===== src/rtl/multi_chan_delay_pkg.sv =====
// ---------------------------------------------------------------------------
// multi_chan_delay_pkg
// Shared constants and types for the multi-channel delay line.
//   DEF_*      : default values for the top-level parameters
//   MAX_WIDTH  : widest channel the stage struct can carry
//   stage_t    : one pipeline stage of one channel (valid + data)
//   fault_reachable() : true when the fault compare value fits in the counter
// ---------------------------------------------------------------------------
package multi_chan_delay_pkg;

    localparam int DEF_N_CH        = 4;
    localparam int DEF_WIDTH       = 8;
    localparam int DEF_DEPTH       = 2;
    localparam int DEF_CTR_W       = 11;
    localparam int DEF_FAULT_CYCLE = 40;

    // Stage data is sized for the widest legal channel; narrower channels
    // keep their sample in the low bits and leave the rest at zero.
    localparam int MAX_WIDTH = 64;

    typedef struct packed {
        logic                 vld;
        logic [MAX_WIDTH-1:0] data;
    } stage_t;

    // A compare value the counter can never hold must never fire, so it has
    // to be rejected before truncation to the counter width.
    function automatic bit fault_reachable(input int fault_cycle, input int ctr_w);
        return (fault_cycle >= 0) && (longint'(fault_cycle) < (longint'(1) << ctr_w));
    endfunction

endpackage


===== src/rtl/delay_chan.sv =====
// ---------------------------------------------------------------------------
// delay_chan
// One channel of the delay line: DEPTH register stages, the last of which is
// the output register. Stages advance when en is high; flush clears every
// valid bit (data untouched) and wins over en. hold keeps the output data
// register at its old value for one advance while everything else shifts.
// Ports:
//   clk, rst_n      : clock, asynchronous active-low reset
//   en, flush, hold : advance, clear valids, suppress output data update
//   din, din_vld    : channel input sample and its valid
//   dout, dout_vld  : sample and valid delayed by DEPTH enabled cycles
// ---------------------------------------------------------------------------
module delay_chan
    import multi_chan_delay_pkg::*;
#(
    parameter int WIDTH = DEF_WIDTH,
    parameter int DEPTH = DEF_DEPTH
) (
    input  logic             clk,
    input  logic             rst_n,
    input  logic             en,
    input  logic             flush,
    input  logic             hold,
    input  logic [WIDTH-1:0] din,
    input  logic             din_vld,
    output logic [WIDTH-1:0] dout,
    output logic             dout_vld
);

    stage_t               stage_q [DEPTH];
    stage_t               stage_d [DEPTH];
    logic [MAX_WIDTH-1:0] unused_tail;

    // Next-state of the stage chain. A held output still lets every earlier
    // stage move on, so the suppressed sample is simply dropped.
    always_comb begin
        for (int s = 0; s < DEPTH; s++) begin
            stage_d[s] = stage_q[s];
        end
        if (flush) begin
            for (int s = 0; s < DEPTH; s++) begin
                stage_d[s].vld = 1'b0;
            end
        end else if (en) begin
            stage_d[0].vld  = din_vld;
            stage_d[0].data = MAX_WIDTH'(din);
            for (int s = 1; s < DEPTH; s++) begin
                stage_d[s] = stage_q[s-1];
            end
            if (hold) begin
                stage_d[DEPTH-1].data = stage_q[DEPTH-1].data;
            end
        end
    end

    // Stage registers, cleared asynchronously so in-flight samples vanish.
    always_ff @(posedge clk or negedge rst_n) begin
        if (!rst_n) begin
            for (int s = 0; s < DEPTH; s++) begin
                stage_q[s] <= '0;
            end
        end else begin
            for (int s = 0; s < DEPTH; s++) begin
                stage_q[s] <= stage_d[s];
            end
        end
    end

    assign dout        = stage_q[DEPTH-1].data[WIDTH-1:0];
    assign dout_vld    = stage_q[DEPTH-1].vld;
    // Upper data bits of the output stage are always zero padding.
    assign unused_tail = stage_q[DEPTH-1].data;

endmodule


===== src/rtl/multi_chan_delay.sv =====
// ---------------------------------------------------------------------------
// multi_chan_delay
// N_CH independent fixed-latency delay lines sharing enable/flush, plus a
// free-running cycle counter. With macro MULTI_CHAN_DELAY_FAULT_EN defined,
// an advance taken while the counter equals FAULT_CYCLE freezes the output
// data of every channel selected by fault_mask and pulses fault_hit on the
// following cycle; without it fault_mask is ignored and fault_hit is 0.
// Ports:
//   clk, rst_n       : clock, asynchronous active-low reset
//   en, flush        : pipeline advance, clear all valids
//   din, din_vld     : per-channel data (channel c at [c*WIDTH +: WIDTH]), valid
//   fault_mask       : channels affected by fault injection
//   dout, dout_vld   : delayed data (same packing) and valid
//   cycle_ctr        : free-running cycle count, wraps
//   fault_hit        : one-cycle pulse after a fault event
// ---------------------------------------------------------------------------
module multi_chan_delay
    import multi_chan_delay_pkg::*;
#(
    parameter int N_CH        = DEF_N_CH,
    parameter int WIDTH       = DEF_WIDTH,
    parameter int DEPTH       = DEF_DEPTH,
    parameter int CTR_W       = DEF_CTR_W,
    parameter int FAULT_CYCLE = DEF_FAULT_CYCLE
) (
    input  logic                  clk,
    input  logic                  rst_n,
    input  logic                  en,
    input  logic                  flush,
    input  logic [N_CH*WIDTH-1:0] din,
    input  logic [N_CH-1:0]       din_vld,
    input  logic [N_CH-1:0]       fault_mask,
    output logic [N_CH*WIDTH-1:0] dout,
    output logic [N_CH-1:0]       dout_vld,
    output logic [CTR_W-1:0]      cycle_ctr,
    output logic                  fault_hit
);

    logic [CTR_W-1:0] ctr_q;
    logic [N_CH-1:0]  hold;

    // The counter ignores en and flush so fault timing is tied to wall time.
    always_ff @(posedge clk or negedge rst_n) begin
        if (!rst_n) begin
            ctr_q <= '0;
        end else begin
            ctr_q <= ctr_q + CTR_W'(1);
        end
    end

    assign cycle_ctr = ctr_q;

`ifdef MULTI_CHAN_DELAY_FAULT_EN
    localparam bit FAULT_REACHABLE = fault_reachable(FAULT_CYCLE, CTR_W);

    logic fault_event;
    logic fault_hit_q;

    // Only a real advance at the trigger count counts as a fault event.
    assign fault_event = FAULT_REACHABLE && en && !flush &&
                         (ctr_q == CTR_W'(FAULT_CYCLE));
    assign hold        = fault_event ? fault_mask : '0;

    // Registered so the pulse lines up with the frozen output sample.
    always_ff @(posedge clk or negedge rst_n) begin
        if (!rst_n) begin
            fault_hit_q <= 1'b0;
        end else begin
            fault_hit_q <= fault_event;
        end
    end

    assign fault_hit = fault_hit_q;
`else
    logic [N_CH-1:0] unused_fault_mask;

    assign unused_fault_mask = fault_mask;
    assign hold              = '0;
    assign fault_hit         = 1'b0;
`endif

    generate
        for (genvar c = 0; c < N_CH; c++) begin : g_chan
            delay_chan #(
                .WIDTH (WIDTH),
                .DEPTH (DEPTH)
            ) u_chan (
                .clk      (clk),
                .rst_n    (rst_n),
                .en       (en),
                .flush    (flush),
                .hold     (hold[c]),
                .din      (din[c*WIDTH +: WIDTH]),
                .din_vld  (din_vld[c]),
                .dout     (dout[c*WIDTH +: WIDTH]),
                .dout_vld (dout_vld[c])
            );
        end
    endgenerate

endmodule


===== config.mk =====
export PLATFORM = sky130hd
export DESIGN_NAME = multi_chan_delay
export DESIGN_NICKNAME = d
export VERILOG_FILES = /design/src/rtl/multi_chan_delay_pkg.sv /design/src/rtl/delay_chan.sv /design/src/rtl/multi_chan_delay.sv
export SDC_FILE = /design/constraint.sdc
export NUM_CORES = 1
export LEC_CHECK = 0
export ABC_AREA = 1
export CAP_MARGIN = 0
export CORE_ASPECT_RATIO = 1.4
export CORE_MARGIN = 2
export CORE_UTILIZATION = 23
export DETAILED_ROUTE_END_ITERATION = 6
export DONT_BUFFER_PORTS = 1
export HOLD_SLACK_MARGIN = 0.02
export RECOVER_POWER = 50
export SYNTH_ARGS = -nofsm -noshare
export SYNTH_HDL_FRONTEND = slang
export SYNTH_SLANG_ARGS = --single-unit

===== constraint.sdc =====
create_clock -name clk -period 3.1 [get_ports clk]
set_input_delay 0.155 -clock clk [delete_from_list [all_inputs] [get_ports clk]]
set_output_delay 0.155 -clock clk [all_outputs]
set_load 0.02 [all_outputs]

==> flow_summary_export.csv, run 1 <==
group,metric,value,unit
status,status,"finished clean",
route,drc_errors,0,
logic_synthesis,syn-num-nets,427,
logic_synthesis,synth_top_family_by_area,"simple AND/OR/NAND/NOR gates",
sta,slew_headroom,0.346,
logic_synthesis,yosys.area.top_type,"dfrtp_1",
pwr,p_switching,0.730,mW
pwr,seq_power_share,0.486,
finish,instances_no_fill,581,
logic_synthesis,syn-cell-area,3520,µm²
clock_network,cts_buffers,9,
logic_synthesis,synthSimpleGateAreaFrac,0.176,
logic_synthesis,async_flop_share,1.00,
setup_path,crit_fanout,5,
clock_network,clockBufferDepth,2,
logic_synthesis,synthAdderAreaFrac,0.00356,
pwr,cellPowerDensity,673,nW/µm²
setup_path,crit_path_start_kind,"flop",
route,wl,7.29,mm
placement,portBuffers,0,
clock_network,cts.sink_count,83,
sta,rsz0062_at_grt,"no",
logic_synthesis,synth.yosys.seq_area_share,0.590,
floorplanning,core,15000,µm²
logic_synthesis,ys_top_cells_by_area,"dfrtp_1 59%, nand2_1 9.4%, buf_4 8.5%",
finish,nets,429,
sta,worst_pin_slew,0.981,ns
floorplanning,die_w,109,µm
placement,dp_cells,520,
route,postRouteAntennaNets,0,
pwr,swShare,0.259,
global_route,grt_max_degree,109,
setup_path,endpoint_kind,"flop",
global_route,antenna_found_initial,0,
route,post_drt_wl_per_cell,12.5,µm
clock_network,root_buffer,"clkbuf_16",
clock_network,clock_latency,0.33,ns
logic_synthesis,synth_most_common_cell,"nand2_1",
placement,dpl.hpwl,4.59,mm
sta,tns,0,ns
sta,drv_slew,0,
pwr,clkPwrFrac,0.434,
global_route,grt_pass1_wl,11.8,mm
logic_synthesis,syn-mean-instance-area,9.21,µm²
route,vias_per_cell,4.02,
pwr,p_int,2.09,mW
logic_synthesis,syn-instance-count,382,
sta,finalCritPeriodShare,0.477,
setup_path,crit_required,3.32,ns
sta,max_freq,0.676,GHz
route,first_pass_iters,4,
clock_network,post_cts_buffers,0,
clock_network,cts_tree,"done",
logic_synthesis,ys_ff_latch,83,
finish,diodes,0,
sta,skew,0.00382,ns
setup_path,crit_type,"flop to flop",
floorplanning,start_util,0.235,
clock_network,htree_levels,3,
global_route,grt_pass1_vias,2372,
sta,finalHoldViolations,0,
floorplanning,ioPinCount,92,
global_route,grt_overflow,0,
placement,place.gp.congestion,0.645,
global_route,track_usage,0.0958,
hold_path,hp-class,"primary input to flop",
logic_synthesis,synthTopCellsByCount,"88 x nand2_1, 83 x dfrtp_1, 40 x buf_4",
finish,drive_above_1_share,0.0488,
setup_path,arrival,1.70,ns
logic_synthesis,synth_warnings,0,
logic_synthesis,synth_edf_count,0,
logic_synthesis,yosys.area_share.xor_xnor,0.00747,
logic_synthesis,synthFlopType,"dfrtp_1",
floorplanning,row_count,53,
pwr,comb_power_share,0.080,
finish,syn_to_final_growth,19.3,%
logic_synthesis,synth_top_area_share,0.590,
sta,finalSetupViolations,0,
route,num_vias,2338,
logic_synthesis,ys_types,18,
clock_network,cts.clk_slew.worst_paths,0.06,ns
sta,final.min_clock_period,1.48,ns
floorplanning,dieArea,16300,µm²
pwr,p_leak,1.99,nW
logic_synthesis,synth_compound_area_frac,0.0711,
logic_synthesis,synthMuxAreaShare,0,
pwr,peakVddDrop,0.239,mV
route,drtIter0Drc,108,
floorplanning,die_h,150,µm
job,cap_violations,0,
[registers in the layout, summed over array words and instances (netlist names)]
| register | flops |
|---|---|
| g_chan.u_chan.unused_tail | 32 |
| g_chan.u_chan.stage_q | 36 |
| g_chan.u_chan.dout_vld | 4 |
| cycle_ctr | 11 |
[cell type report]
type,count,area (µm²)
clock buffers,10,229
flip-flops and latches,83,2080
multi-input cells,206,918
repair buffers,46,475
well taps,192,240
inverters,38,143
fillers,1588,10800
clock inverters,6,114
[cell usage in the layout, fill, tap and decap left out, drive strengths merged]
cell type and instances:
clkinvlp 2, or2 1, a21oi 20, buf 2
nor2 28, clkinv 1, ha 1, clkbuf 10
xor2 3, nand2 89, dlygate4sd3 44, inv 38
o21ai 25, bufinv 3, dfrtp 83, nand3 34
o22ai 4, conb 1
[path summary, 6_finish.rpt]
kind | from | end | slack (ns) | cells past startpoint
max in group asynchronous | rst_n | g_chan[1].u_chan.stage_q[71] | 2.38 | 2
min in group asynchronous | rst_n | g_chan[0].u_chan.unused_tail[3] | 0.36 | 2
worst min-delay path | flush | g_chan[1].u_chan.dout_vld | 0.20 | 2
worst max register to register | cycle_ctr[0] | cycle_ctr[8] | 1.62 | 6
worst max-delay path | cycle_ctr[0] | cycle_ctr[8] | 1.62 | 6
worst min register to register | g_chan[0].u_chan.stage_q[67] | g_chan[0].u_chan.stage_q[67] | 0.47 | 2
[power groups by stage]
stage	Combinational [mW]	Clock [mW]	Sequential, mW
global route	0.268	1.30	1.39
CTS	0.230	1.27	1.38
floorplan	0.336	0	1.27
detailed placement	0.155	0	1.40
finish	0.225	1.23	1.37
global placement	0.145	0	1.39
[repair_timing]
| action | in CTS | in global routing |
|---|---|---|
| endpoints found under the hold margin | 131 | 0 |
| hold buffers | 45 | 0 |
| setup endpoints to repair | 0 | 0 |
| gates resized for setup | 0 | 0 |
[logic make-up (layout without fill, tap and decap cells)]
family	after synthesis	count (layout)
AOI/OAI and AO/OA	49	49
and+or+nand+nor	152	152
DFF	83	83
buffers and inverters	93	100
xor gates and xnor gates	3	3
adders and majority gates	1	1
other	1	1
[critical path, cell delays in order (launching register included)]
cell	delay (ns)
dfrtp_1	0.50
ha_1	0.24
nand2_1	0.11
nor2_1	0.31
nand2_1	0.08
nand2_1	0.07
nand2_1	0.05
[layer usage]
metal  track usage  vias to the layer above  routed length (µm)
li1              -                     1160                   -
met1         0.111                     1108                3080
met5             0                        -                   0
met2         0.150                       61                3510
met4        0.0481                        0                 142
met3        0.0407                        9                 561
[through the flow]
stage | total power [mW] | util | setup WS, ns | cell area [µm²] | hold WS, ns
2_1_floorplan | 1.60 | - | 1.84 | 3520 | -0.141
3_3_place_gp | 1.54 | 0.226 | 1.53 | 3390 | -0.138
3_5_place_dp | 1.55 | 0.226 | 1.46 | 3390 | -0.139
4_1_cts | 2.87 | 0.280 | 1.57 | 4200 | 0.207
5_1_grt | 2.96 | 0.280 | 1.50 | 4200 | 0.254
6_report | 2.82 | 0.280 | 1.62 | 4200 | 0.205
No activity file was read; power rests on OpenSTA's default activity.
==> run 2: changes to the inputs <==
- clock period: 3.1 -> 1.3 ns (I/O delays scaled with it)
==> run 2 against run 1 <==
Net effect:
- the flow now finishes with violations (hold timing)
- global-route usage up 0.43 points
- worst hold slack worse by 0.78 ns
- critical path depth shrank 3
- clock power grew 100%
- clock skew hardly changed
- cell count grew 5.0%
- sequential share of layout area shrank 2.4 points
- register-to-register slack got worse by 1.5 ns
- total power increased by 120%
- via count grew 5.8%
- critical endpoint is now g_chan[0].u_chan.unused_tail[3]
- largest cell class unchanged
==> flow_summary_export.csv, run 2 (synthesis gave the netlist of run 1 again) <==
group,metric,value,unit
status,status,"complete, but fails checks",
status,violations,"hold timing",
finish,drive_above_1_share,0.0651,
global_route,grt_overflow,0,
route,first_pass_iters,5,
sta,rsz0062_at_grt,"no",
setup_path,cp_slowest_cell,"dlygate4sd3_1",
placement,place.gp.congestion,0.642,
clock_network,root_buffer,"clkbuf_16",
sta,tns,0,ns
clock_network,cts.clk_slew.worst_paths,0.06,ns
floorplanning,row_count,53,
job,cap_violations,0,
setup_path,path_cells,"nand3_1 -> dlygate4sd3_1 -> nand2_1",
route,post_drt_wl_per_cell,12.2,µm
sta,finalCritPeriodShare,0.907,
sta,skew,0.00375,ns
route,postRouteAntennaNets,0,
finish,largest_register_ffs,36,
finish,mostFrequentLayoutCell,"nand2_1",
placement,dpl.hpwl,4.87,mm
setup_path,critPathTopFamily,"buffers and inverters",
pwr,peakVddDrop,0.485,mV
clock_network,ctsHoldBuffers,62,
clock_network,clockBufferDepth,2,
setup_path,crit_fanout,2,
floorplanning,start_util,0.235,
route,wl,7.42,mm
sta,finalHoldViolations,83,
floorplanning,core,15000,µm²
clock_network,htree_levels,3,
floorplanning,ioPinCount,92,
setup_path,arrival,1.40,ns
finish,final_core_util,0.294,
floorplanning,dieArea,16300,µm²
route,maxUsedRoutingLayer,"met4",
route,wl_met1,3.13,mm
route,drc_errors,0,
global_route,track_usage,0.100,
sta,max_freq,0.848,GHz
clock_network,cts_tree,"done",
route,num_vias,2473,
placement,portBuffers,0,
setup_path,crit_path_start_kind,"flop",
finish,syn_to_final_growth,25.4,%
finish,largest-register,"g_chan.u_chan.stage_q",
finish,fill_cells,1604,
global_route,antenna_found_initial,3,
global_route,grt_pass1_wl,12.4,mm
setup_path,endpoint_kind,"flop",
setup_path,cp_num_buf_inv,1,
hold_path,hp-class,"primary input to asynchronous set/reset pin",
route,drtIter0Drc,186,
global_route,grt_max_degree,84,
sta,whs,-0.576,ns
setup_path,crit_type,"flop to flop",
pwr,p_leak,2.04,nW
clock_network,cts.sink_count,83,
finish,nets,455,
sta,finalSetupViolations,0,
pwr,cellPowerDensity,1430,nW/µm²
route,vias_per_cell,4.05,
floorplanning,die_h,150,µm
route,met3_length,522,µm
sta,drv_slew,0,
floorplanning,die_w,109,µm
global_route,grt_pass1_vias,2618,
finish,most-common-layout-cells,"88 x nand2_1, 83 x dfrtp_1, 62 x dlygate4sd3_1",
sta,final.min_clock_period,1.18,ns
route,wl_met2,3.55,mm
setup_path,crit_required,1.52,ns
setup_path,slowest_delay,0.55,ns
clock_network,post_cts_buffers,0,
clock_network,clock_latency,0.33,ns
clock_network,cts_buffers,9,
[run 2: changes by cell type in the layout (fill, tap and decap cells not counted), moves of 2 or more]
cell	delta
buf_4	+7
buf_12	+2
diode_2	+3
dlygate4sd3_1	+18
bufinv_16	-2
[run 2: timing repair]
action | 4_1_cts | 5_1_grt
pin swaps | 0 | 0
cloned | 0 | 0
setup endpoints to repair | 2 | 2
gates resized for setup | 1 | 1
endpoints found under the hold margin | 131 | 83
[run 2: routing by layer]
metal / vias to the layer above / global-route usage
li1: 1212 / -
met1: 1167 / 0.115
met2: 74 / 0.161
met3: 20 / 0.0351
met4: 0 / 0.0558
met5: - / 0
[run 2: worst register-to-register path: stages (launching register included)]
cell	delay (ns)
dfrtp_1	0.38
nand3_1	0.09
dlygate4sd3_1	0.55
nand2_1	0.05
[run 2: worst paths after layout]
check                                        startpoint                         endpoint  slack, ns  cells past startpoint
setup / recovery           g_chan[0].u_chan.stage_q[68]  g_chan[0].u_chan.unused_tail[3]       0.12                      3
hold / removal                                    rst_n  g_chan[3].u_chan.unused_tail[6]      -0.58                      0
setup reg to reg           g_chan[0].u_chan.stage_q[68]  g_chan[0].u_chan.unused_tail[3]       0.12                      3
hold reg to reg            g_chan[3].u_chan.stage_q[69]     g_chan[3].u_chan.stage_q[69]       0.47                      2
max in group asynchronous                         rst_n  g_chan[1].u_chan.unused_tail[0]       1.75                      0
min in group clk                                     en  g_chan[3].u_chan.unused_tail[1]       0.03                      2
[run 2: area by class of cell]
| cell class | count | area, µm² | area share |
|---|---|---|---|
| Clock inverter | 4 | 50.0 | 0.0113 |
| Inverter | 38 | 143 | 0.0323 |
| Clock buffer | 12 | 246 | 0.0559 |
| Multi-Input combinational cell | 206 | 926 | 0.210 |
| Sequential cell | 83 | 2080 | 0.471 |
| Tap cell | 192 | 240 | 0.0545 |
| Antenna cell | 3 | 7.51 | 0.00170 |
| Timing Repair Buffer | 72 | 721 | 0.163 |
[run 2: through the flow]
stage / instance area [µm²] / hold slack, ns / worst slack (ns) / cells / total power [mW]
5_1_grt: 4410 / -0.595 / 0.0121 / 610 / 6.66
2_1_floorplan: 3520 / -0.231 / 0.0406 / 382 / 3.83
6_report: 4410 / -0.576 / 0.120 / 610 / 6.32
3_5_place_dp: 3480 / -0.229 / 0.00910 / 529 / 3.70
4_1_cts: 4400 / -0.594 / 0.0806 / 607 / 6.44
3_3_place_gp: 3480 / -0.228 / 0.0916 / 529 / 3.67
[run 2: where the power goes]
part	total [mW]	internal (mW)	switching, mW
Sequential	3.26	2.88	0.384
Clock	2.52	1.54	0.986
Combinational	0.535	0.273	0.261
